[src/rtl/eth_crc_pkg.sv]
// Shared CRC-32 constants, the byte-wise CRC update and the FCS checker state type.
package eth_crc_pkg;

    localparam logic [31:0] CRC32_POLY_REFL = 32'hEDB88320;
    localparam logic [31:0] CRC32_INIT      = 32'hFFFFFFFF;
    localparam logic [31:0] CRC32_RESIDUE   = 32'hDEBB20E3;
    localparam logic [31:0] CRC32_XOROUT    = 32'hFFFFFFFF;

    typedef enum logic [1:0] {
        IDLE   = 2'd0,
        FILL   = 2'd1,
        STREAM = 2'd2
    } fcs_rx_state_e;

    // Reflected CRC-32 over one byte, bits consumed LSB first.
    function automatic logic [31:0] crc32_upd_byte(input logic [31:0] crc,
                                                   input logic [7:0]  data);
        logic [31:0] c;
        c = crc;
        for (int i = 0; i < 8; i++) begin
            if (c[0] ^ data[i]) begin
                c = (c >> 1) ^ CRC32_POLY_REFL;
            end else begin
                c = c >> 1;
            end
        end
        return c;
    endfunction

endpackage

[src/rtl/fcs_delay_line.sv]
// Four-byte shift register that holds back the trailing FCS bytes of a frame.
// dout is the oldest held byte; it is only meaningful once full is set.
module fcs_delay_line (
    input  logic       clk,
    input  logic       rst,
    input  logic       shift_en,
    input  logic       clear,
    input  logic [7:0] din,
    output logic [7:0] dout,
    output logic       full
);

    logic [7:0] sr [4];
    logic [2:0] cnt;

    // Shift in each accepted byte; clear wins so a frame end leaves the line empty.
    always_ff @(posedge clk or posedge rst) begin
        if (rst) begin
            for (int i = 0; i < 4; i++) begin
                sr[i] <= '0;
            end
            cnt <= '0;
        end else if (clear) begin
            for (int i = 0; i < 4; i++) begin
                sr[i] <= '0;
            end
            cnt <= '0;
        end else if (shift_en) begin
            sr[0] <= din;
            sr[1] <= sr[0];
            sr[2] <= sr[1];
            sr[3] <= sr[2];
            if (cnt != 3'd4) begin
                cnt <= cnt + 3'd1;
            end
        end
    end

    assign dout = sr[3];
    assign full = (cnt == 3'd4);

endmodule

[src/rtl/ethernet_fcs_rx_check.sv]
// Receive-side Ethernet FCS checker: strips the 4 FCS bytes from the byte
// stream, checks the CRC-32 residue and reports one status record per frame.
//
//   state  | meaning
//   -------+-----------------------------------------------------------
//   IDLE   | between frames, delay line empty
//   FILL   | 1-3 bytes of the current frame held, nothing emitted yet
//   STREAM | 4 bytes held, every further byte pushes one payload byte out
module ethernet_fcs_rx_check
    import eth_crc_pkg::*;
#(
    parameter int LEN_W = 16
) (
    input  logic             clk,
    input  logic             rst,
    input  logic             s_valid,
    input  logic [7:0]       s_data,
    input  logic             s_last,
    output logic             m_valid,
    output logic [7:0]       m_data,
    output logic             m_last,
    output logic             stat_valid,
    output logic             stat_fcs_ok,
    output logic             stat_runt,
    output logic [LEN_W-1:0] stat_len
);

    fcs_rx_state_e    state;
    fcs_rx_state_e    state_nx;
    logic [1:0]       fill_cnt;
    logic [1:0]       fill_nx;
    logic [31:0]      crc;
    logic [31:0]      crc_nx;
    logic [LEN_W-1:0] len_cnt;
    logic [LEN_W-1:0] len_inc;
    logic [7:0]       dl_dout;
    logic             dl_full;
    logic             frame_end;
    logic             emit;
    logic             runt;

    assign frame_end = s_valid & s_last;
    assign crc_nx    = crc32_upd_byte(crc, s_data);
    assign len_inc   = (&len_cnt) ? len_cnt : len_cnt + LEN_W'(1);

    fcs_delay_line u_delay (
        .clk      (clk),
        .rst      (rst),
        .shift_en (s_valid),
        .clear    (frame_end),
        .din      (s_data),
        .dout     (dl_dout),
        .full     (dl_full)
    );

    // State register; fill_cnt tracks how many bytes FILL has taken so far.
    always_ff @(posedge clk or posedge rst) begin
        if (rst) begin
            state    <= IDLE;
            fill_cnt <= '0;
        end else begin
            state    <= state_nx;
            fill_cnt <= fill_nx;
        end
    end

    // Next state plus per-byte decisions: emit a payload byte, or flag a runt.
    always_comb begin
        state_nx = state;
        fill_nx  = fill_cnt;
        emit     = 1'b0;
        runt     = 1'b0;
        case (state)
            IDLE: begin
                if (s_valid) begin
                    if (s_last) begin
                        runt = 1'b1;
                    end else begin
                        state_nx = FILL;
                        fill_nx  = 2'd1;
                    end
                end
            end
            FILL: begin
                if (s_valid) begin
                    if (s_last) begin
                        runt     = 1'b1;
                        state_nx = IDLE;
                        fill_nx  = '0;
                    end else if (fill_cnt == 2'd3) begin
                        state_nx = STREAM;
                        fill_nx  = '0;
                    end else begin
                        fill_nx = fill_cnt + 2'd1;
                    end
                end
            end
            STREAM: begin
                if (s_valid) begin
                    emit = dl_full;
                    if (s_last) begin
                        state_nx = IDLE;
                    end
                end
            end
            default: begin
                state_nx = IDLE;
                fill_nx  = '0;
            end
        endcase
    end

    // Running CRC over every frame byte, FCS included; re-armed at frame end.
    always_ff @(posedge clk or posedge rst) begin
        if (rst) begin
            crc <= CRC32_INIT;
        end else if (s_valid) begin
            crc <= s_last ? CRC32_INIT : crc_nx;
        end
    end

    // Saturating count of payload bytes emitted in the current frame.
    always_ff @(posedge clk or posedge rst) begin
        if (rst) begin
            len_cnt <= '0;
        end else if (frame_end) begin
            len_cnt <= '0;
        end else if (emit) begin
            len_cnt <= len_inc;
        end
    end

    // Registered payload and status outputs; the last payload byte and the
    // status pulse come from the same accept, so they line up on one cycle.
    always_ff @(posedge clk or posedge rst) begin
        if (rst) begin
            m_valid     <= 1'b0;
            m_data      <= '0;
            m_last      <= 1'b0;
            stat_valid  <= 1'b0;
            stat_fcs_ok <= 1'b0;
            stat_runt   <= 1'b0;
            stat_len    <= '0;
        end else begin
            m_valid    <= emit;
            m_last     <= emit & s_last;
            stat_valid <= frame_end;
            if (emit) begin
                m_data <= dl_dout;
            end
            if (frame_end) begin
                stat_fcs_ok <= (crc_nx == CRC32_RESIDUE);
                stat_runt   <= runt;
                stat_len    <= runt ? '0 : len_inc;
            end
        end
    end

endmodule

[config.mk]
export PLATFORM = sky130hd
export DESIGN_NAME = ethernet_fcs_rx_check
export DESIGN_NICKNAME = d
export VERILOG_FILES = /design/src/rtl/eth_crc_pkg.sv /design/src/rtl/fcs_delay_line.sv /design/src/rtl/ethernet_fcs_rx_check.sv
export SDC_FILE = /design/constraint.sdc
export NUM_CORES = 1
export LEC_CHECK = 0
export ABC_AREA = 1
export BUFFER_PORTS_ARGS = -buffer_cell sky130_fd_sc_hd__buf_2
export CORE_ASPECT_RATIO = 0.5
export CORE_MARGIN = 2
export CORE_UTILIZATION = 25
export CTS_CLUSTER_DIAMETER = 60
export DETAILED_ROUTE_END_ITERATION = 16
export PLACE_DENSITY = 0.36
export SYNTH_ARGS = -nofsm -noshare
export SYNTH_HDL_FRONTEND = slang
export SYNTH_HIERARCHICAL = 1
export SYNTH_SLANG_ARGS = --single-unit
[constraint.sdc]
create_clock -name clk -period 4.89 [get_ports clk]
set_clock_uncertainty 0.1 [all_clocks]
set_input_delay 0.489 -clock clk [delete_from_list [all_inputs] [get_ports clk]]
set_output_delay 0.489 -clock clk [all_outputs]
set_load 0.01 [all_outputs]
Word level (Yosys, flattened, before mapping)
Cells that the tools add are included.
- output and inout bits: 29
- bits of input ports: 12
- logic and storage cells: 94
- register bits after elaboration: 116
- multiplexer cells: 35
- $add $sub $neg: 3
- equal/unequal tests: 12
- reductions and logical operators: 9
- bitwise operators: 19
- operators by type and width (cell ; number):
    32-bit 2-to-1 mux ; 11
    13-bit inverter with 14-bit output ; 8
    16-bit 2-to-1 mux ; 4
    32-bit == test (second input constant) ; 1
    2-bit 2-to-1 mux ; 10
    16-bit by 1-bit adder with 16-bit output (second input constant) ; 1
    16-bit AND reduction ; 1
    2-bit case mux with 3 select lines ; 2
    2-bit inequality test (second input constant) ; 5
    3-bit 2-to-1 mux ; 3
    1-bit XOR ; 8
    3-bit inequality test (second input constant) ; 2
    6-bit AND reduction ; 1
    2-bit nonzero test ; 3
    1-bit 2-to-1 mux ; 5
    2-bit == test (second input constant) ; 2
    4-bit AND reduction ; 1
    3-bit by 1-bit adder with 3-bit output (second input constant) ; 1
    3-bit == test (second input constant) ; 1
    2-bit by 1-bit adder with 2-bit output (second input constant) ; 1
    1-bit bitwise AND ; 2
    2-bit by 1-bit == test with 1-bit output (second input constant) ; 1
    2-bit logical NOT ; 1
    2-bit AND reduction ; 1
    other kinds (2) ; 2

Longest topological paths before layout
Gate-level depths: netlist of the first run.
- word-level depth: 17
- mapped depth: 16
- depth with buffers taken out: 15

Hierarchy
The synthesis of the first run kept the hierarchy.
- modules (own cells, without submodules) (module ; sequential area each (µm²) ; area each (µm²) ; cells each ; times used):
    ethernet_fcs_rx_check ; 2067.0 ; 4805.9 ; 678 ; 1
    fcs_delay_line ; 875.8 ; 1457.6 ; 171 ; 1

Worst setup path before layout of the first run
Ideal clock, no wire load.
- path kind: reg2reg
- start: register crc[7]
- end: register stat_fcs_ok
- clock period less this slack: 1.800 ns
- buffers on the path: 0
- setup slack: 3.090 ns
- arrival time: 1.634 ns
- cell stages (with the launch flop): 13
- data required time: 4.724 ns
- setup time: 0.066 ns
- cells stage by stage: dfstp_2 > xor2_1 > nand2_1 > nand2_2 > ha_1 > nand2_1 > nor2_1 > nand3b_1 > nor2_1 > nand2_1 > nor2_1 > nand3_1 > nand2_1
- word-level cells in the longest chain between the ends: 11
- RTL lines (what ; line ; source):
    from (decl) ; ethernet_fcs_rx_check.sv:32 ; logic [31:0] crc;
    from (signal assigned) ; ethernet_fcs_rx_check.sv:118 ; crc <= s_last ? CRC32_INIT : crc_nx;
    32-bit 2-to-1 mux * ; eth_crc_pkg.sv:21 ; if (c[0] ^ data[i]) begin
    13-bit inverter with 14-bit output (no source line) ; - ;
    32-bit 2-to-1 mux * (6 in a row) ; eth_crc_pkg.sv:21 ;
    1-bit XOR * ; eth_crc_pkg.sv:21 ;
    32-bit 2-to-1 mux * ; eth_crc_pkg.sv:21 ;
    32-bit == test * ; ethernet_fcs_rx_check.sv:152 ; stat_fcs_ok <= (crc_nx == CRC32_RESIDUE);
    to (signal assigned) ; ethernet_fcs_rx_check.sv:152 ;
    to (decl) ; ethernet_fcs_rx_check.sv:23 ; output logic stat_fcs_ok,
Mark *: on every way between the ends. The rest lies on a longest branch, timed or not.
A chain may end at the register's enable or synchronous reset.

Final worst setup path of the first run
- start: register crc[3]
- end: register stat_fcs_ok
- word-level cells in the longest chain between the ends: 13
- elaborated cells between the ends (all ways): 14
- those cells by class: eq/ne: 1; mux: 8; bitwise: 5
- RTL lines (what ; line):
    32-bit 2-to-1 mux * (3 in a row) ; eth_crc_pkg.sv:21
    1-bit XOR * ; eth_crc_pkg.sv:21
    32-bit 2-to-1 mux * (2 in a row) ; eth_crc_pkg.sv:21
    13-bit inverter with 14-bit output (no source line) / 32-bit 2-to-1 mux (equally long branches) ; -
    32-bit 2-to-1 mux * ; eth_crc_pkg.sv:21
    13-bit inverter with 14-bit output (no source line) / 32-bit 2-to-1 mux (equally long branches) ; -
    32-bit 2-to-1 mux * ; eth_crc_pkg.sv:21
    13-bit inverter with 14-bit output (no source line) ; -
    32-bit 2-to-1 mux * ; eth_crc_pkg.sv:21
    32-bit == test * ; ethernet_fcs_rx_check.sv:152
Marks and branches as above.

==> results of run 1 <==
[routing by layer]
metal,vias to the layer above,part of all wire (%)
met5,-,0
met4,0,1.6
met3,20,3.4
met2,85,44
met1,2405,51
li1,2705,-
[cell families after synthesis]
family	after synthesis	synth area share (%)
flip-flops	116	46.98
adder cells (fa/ha/maj)	5	0.9988
multiplexers	1	0.1798
XOR/XNOR	29	4.175
AND/OR/NAND/NOR	496	32.54
AO/OA/AOI/OAI	74	6.512
buffers and inverters	128	8.610
[placed cells by master (no fill, tap or decap)]
cell	instances
a22oi_1	5
xor2_1	24
dfrtp_1	84
clkinv_1	1
buf_2	40
nand3b_1	2
nor3_2	1
dfstp_2	32
nand2_1	377
bufinv_16	2
nor2_2	5
clkbuf_8	1
ha_1	5
nor2_1	44
inv_6	1
xnor2_1	4
o22ai_1	20
o21ai_1	7
mux2_2	1
nor4_1	2
clkbuf_16	17
nand4_4	1
buf_4	5
nor2_4	1
nand3_1	34
a21oi_1	10
clkinvlp_4	2
nor3_1	2
nand2_2	19
inv_2	7
inv_1	92
o21ai_0	32
nand4_1	6
clkinv_4	3
clkinv_2	6
xnor2_2	1
nand3_2	2
[final cells by class]
class | count | area [sq um]
Clock buffer | 18 | 439.2
Clock inverter | 13 | 135.1
Fill cell | 2651 | 16940
Inverter | 101 | 380.4
Multi-Input combinational cell | 605 | 2781
Sequential cell | 116 | 2943
Tap cell | 336 | 420.4
Timing Repair Buffer | 45 | 237.7
[power by group]
group	switching, mW	total, mW	internal, mW
clock	0.474	1.23	0.757
combinational	0.884	1.30	0.412
sequential	0.116	1.31	1.19
total	1.47	3.84	2.36
[registers in the layout, summed over array words and instances (netlist names)]
register	cells
crc	32
u_delay/sr	24
len_cnt	16
stat_len	16
m_data	8
u_delay/dout	8
u_delay/cnt	3
fill_cnt	2
state	2
m_last	1
m_valid	1
stat_fcs_ok	1
stat_runt	1
stat_valid	1
[worst min-delay path by stage]
stage / endpoint / cells after the start / slack (ps) / from
6_report: stat_runt / 2 / 80 / rst
5_1_grt: u_delay/dout[6] / 3 / 120 / rst
4_1_cts: stat_runt / 2 / 100 / rst
3_5_place_dp: u_delay/sr[9] / 2 / 350 / u_delay/sr[17]
3_3_place_gp: u_delay/dout[7] / 2 / 350 / u_delay/sr[15]
2_1_floorplan: u_delay/dout[0] / 2 / 340 / u_delay/sr[8]
[metrics by stage]
| step | std cells | utilization [%] | hold slack, ps | setup slack, ps | cell area, sq um |
|---|---|---|---|---|---|
| floorplan | 849 | - | 342.2 | 2274 | 6264 |
| detailed placement | 1203 | 27.86 | 351.1 | 1866 | 6763 |
| CTS | 1234 | 30.23 | 96.26 | 2309 | 7337 |
| global route | 1234 | 30.23 | 115.9 | 2085 | 7337 |
| finish | 1234 | 30.23 | 80.54 | 2377 | 7337 |
| global placement | 1203 | 27.86 | 354.7 | 1896 | 6763 |
==> impl_metrics.toml, run 1 <==
[status]
status = "finished, final reports clean"

[worst_setup_path]
cp-end-kind = "register"
timing.critical_path.mode_cell = "nand2_1"
worstPathCellList = "nand2_1, nand2_1, nand2_2, nand2_2, inv_2, nand2_1, nand2_1, nand2_1, nand2_1, nor2_1, nand2_1, nor2_1, nand3_1, nand2_1"
crit_path_top_delay_cell = "dfstp_2"
critPathCapture = "stat_fcs_ok"
critPathRequiredTime_ps = 5150
reg2reg_to = "stat_fcs_ok"
crit_fanout = 11
crit_cells = 14
cp_top_family = "simple AND/OR/NAND/NOR gates"
critPathLaunch = "crc[3]"
reg2reg_depth = 14
reg2reg_slack_ps = 2380
max_stage_delay_ps = 550
start_kind = "register"
path_class = "reg -> reg"
critPathBufInv = 1
rr_startpoint = "crc[3]"
cp.arrival_ps = 2780

[final_layout]
n_antenna_cell = 0
nNetsFinal = 903
areaGrowthSynthToFinish_pct = 17.14
drive_above_1_share_pct = 16.37

[clocking]
cts_tree = "built"
cts_buffers = 17
cts-root-buf = "clkbuf_16"
hold_buffers = 0
htreeDepth = 4
post_cts_resized = 0
clkTransAtPathRegs_ps = 60
cts_setup_buffers = 0
clock_latency_ps = 430
clock-sinks = 116
cts_buffer_depth = 2

[timing]
hold_viol_final = 0
fmax_mhz = 397.9
layout_min_cycle_time_ps = 2513
worst_slew_pin_slew_ps = 785.0
slew_viol_final = 0
post-route-period-util_pct = 51.40
rsz0062_at_grt = "no"
slew-limit-headroom_pct = 47.61
fin_setup_tns_ps = 0
setup_viol = 0

[placed_design]
hpwl_mm = 11.90
place.gp.congestion = 0.7804
port_buffers = 40

[grt]
grt_overflow = 0
grt_use_met1_pct = 18.44
antenna_found_initial = 0
grt_pass1_vias = 5103
use_met3_pct = 3.519
grt_start_max_net_pins = 42
grt_pass1_wl_mm = 28.09
use_met2_pct = 22.28
grt_util_all_layers_pct = 13.99
busiest_layer = "met2"

[logic_synthesis]
syn_area_sq_mm = 0.006264
yosys-top-cells-area = "dfrtp_1 34%, nand2_1 23%, dfstp_2 13%"
syn_avg_cell_area_sq_um = 7.378
synth-seq-cells = 116
synth_edf_count = 0
syn-num-nets = 866
synth_top_cell_by_area = "dfrtp_1"
synth_ff_type = "dfrtp_1"
synthArstFlopShare_pct = 100.0
netlist_instances = 849
yosys.area.top_type_share_pct = 33.56
yosysUniqueCellTypes = 33
yosysSeqAreaShare_pct = 46.98
yosysMostFrequentCell = "nand2_1"
synthTopCellsByCount = "377 x nand2_1, 93 x inv_1, 84 x dfrtp_1"
synth_warnings = 6

[route]
drt_iter0_drc = 452
ant_nets = 0
wl_per_cell_um = 13.98
viasPerCell = 4.226
num_vias = 5215
wl_mm = 17.25
drt_first_pass_iters = 5
route.detailed.drc = 0

[floorplanning]
io_pins = 41
core-area_sq_mm = 0.02427
row_count = 40
dieWidth_um = 227.9
die_h_um = 115.9
start_util_pct = 25.80
die-area_sq_mm = 0.02641

[power_and_ir_drop]
power_mw = 3.836
leakage_nw = 3.894
p_per_area_mw_per_mm2 = 522.9
vdd_drop_max_v = 0.0002718

[hold_path]
hp-class = "in -> async"

[run]
cap_violations = 0
Power figures use the tool's default switching activity.
==> run 2: changes to the inputs <==
==> constraint.sdc (replaced) <==
create_clock -name clk -period 2.4 [get_ports clk]
set_clock_uncertainty 0.1 [all_clocks]
set_input_delay 0.24 -clock clk [delete_from_list [all_inputs] [get_ports clk]]
set_output_delay 0.24 -clock clk [all_outputs]
set_load 0.01 [all_outputs]
==> run 2 against run 1 <==
Effect of this change:
- clock power up 100%
- cell count rose by 1.6%
- global-route usage is 0.056 points higher
- maximum frequency rose by 14%
- power is 110% higher
- wire length increased by 0.56%
- first-iteration DRC count fell by 28%
- setup slack worse by 2200 ps
- critical endpoint unchanged
- highest routed layer unchanged
==> impl_metrics.toml, run 2 (synthesis results as in run 1) <==
[run]
cap_violations = 0

[final_layout]
largest_reg_flops = 32
drive_above_1_share_pct = 17.65
stdcell_count = 1254
nNetsFinal = 922
final_util_pct = 31.00
n_antenna_cell = 0
regMostFlops = "crc"
areaGrowthSynthToFinish_pct = 20.14
largestRegisters = "crc (32), u_delay/sr (24)"
mostFrequentLayoutCell = "nand2_1"
stdcell_area_sq_mm = 0.007525
layout_common_cells = "375 x nand2_1, 92 x inv_1, 84 x dfrtp_1"

[clocking]
cts_setup_buffers = 0
clkTransAtPathRegs_ps = 60
htreeDepth = 4
cts_tree = "built"
cts_buffer_depth = 2
cts-root-buf = "clkbuf_16"
cts_buffers = 17
clock-sinks = 116
clock_latency_ps = 420

[status]
status = "finished, final reports clean"

[grt]
grt_pass1_vias = 5127
grt_overflow = 0
grt_util_all_layers_pct = 14.04
grt_pass1_wl_mm = 28.58
grt_start_max_net_pins = 37
antenna_found_initial = 0

[floorplanning]
dieWidth_um = 227.9
row_count = 40
start_util_pct = 25.80
die-area_sq_mm = 0.02641
die_h_um = 115.9
core-area_sq_mm = 0.02427
io_pins = 41

[placed_design]
place.gp.congestion = 0.8517
placed_area_sq_mm = 0.006858
hpwl_mm = 12.51
port_buffers = 40
dp_cells = 1214
dp_slack_ps = 131.0

[route]
drt_first_pass_iters = 5
ant_nets = 0
drt_iter0_drc = 324
viasPerCell = 4.239
num_vias = 5316
route.detailed.drc = 0
wl_per_cell_um = 13.83
wl_mm = 17.35

[worst_setup_path]
cp-end-kind = "register"
crit_path_top_delay_cell = "dfstp_2"
crit_fanout = 6
worstPathCellList = "xor2_1, nand2_1, nand2_2, ha_1, nand2_1, nor2_1, nand3b_1, nor2_1, nand2_1, nor2_1, nand3_1, nand2_1"
critPathRequiredTime_ps = 2660
timing.critical_path.mode_cell = "nand2_1"
max_stage_delay_ps = 580
path_class = "reg -> reg"
cp.arrival_ps = 2450
start_kind = "register"
critPathBufInv = 0
cp_top_family = "simple AND/OR/NAND/NOR gates"

[timing]
slew_viol_final = 0
setup_ws_ps = 204.3
post-route-period-util_pct = 91.49
hold_viol_final = 0
hold_slack_ps = 25.68
rsz0062_at_grt = "no"
slew-limit-headroom_pct = 62.87
fmax_mhz = 455.4
fin_setup_tns_ps = 0
setup_viol = 0
layout_min_cycle_time_ps = 2196
worst_slew_pin_slew_ps = 556.4

[power_and_ir_drop]
p_comb_share_pct = 34.7
clockPowerShare_pct = 31.5
switchingPower_mw = 3.107
p_per_area_mw_per_mm2 = 1053
p_seq_share_pct = 33.7
leakage_nw = 3.976
p_int_mw = 4.814
power_mw = 7.921
switching_share_pct = 39.23
vdd_drop_max_v = 0.0004897

[hold_path]
hp-class = "in -> reg"
-- run 2: metal layers --
| layer | global-route usage, % | vias to the layer above | share of wire [%] |
|---|---|---|---|
| li1 | - | 2737 | - |
| met1 | 18.83 | 2482 | 51 |
| met2 | 22.48 | 84 | 44 |
| met3 | 3.593 | 13 | 3.1 |
| met4 | 4.270 | 0 | 1.1 |
| met5 | 0 | - | 0 |
-- run 2: timing repair --
action	CTS	global route
gates resized for setup	0	3
setup endpoints to repair	0	1
endpoints found under the hold margin	64	0
hold buffers	8	0
-- run 2: cell type report --
type	count	area, sq um
multi-input combinational	605	2789
clock inverter	13	126.4
sequential	116	2943
fill	2632	16750
tap	336	420.4
inverter	101	380.4
clock buffer	19	452.9
timing repair buffer	64	412.9
-- run 2: power groups by stage --
stage | clock network [mW] | registers [mW] | logic, mW
after detailed placement | 0 | 2.70 | 2.74
after global routing | 2.67 | 2.72 | 3.15
after global placement | 0 | 2.70 | 2.76
final | 2.50 | 2.67 | 2.75
after floorplan | 0 | 2.64 | 2.00
after CTS | 2.57 | 2.67 | 2.76
-- run 2: worst min-delay path, delay by kind of cell --
| family | cells | cell delay [ps] |
|---|---|---|
| buf+inv | 1 | 140 |
| simple gates | 2 | 120 |
-- run 2: final timing paths --
| check | startpoint | end | slack [ps] | cells after the start |
|---|---|---|---|---|
| setup reg to reg | crc[7] | stat_fcs_ok | 200 | 12 |
| setup / recovery | crc[7] | stat_fcs_ok | 200 | 12 |
| hold / removal | s_data[7] | u_delay/sr[31] | 30 | 3 |
| min in group asynchronous | rst | stat_runt | 290 | 3 |
| hold reg to reg | u_delay/sr[26] | u_delay/sr[18] | 360 | 2 |
| max in group asynchronous | rst | stat_len[15] | 1240 | 4 |
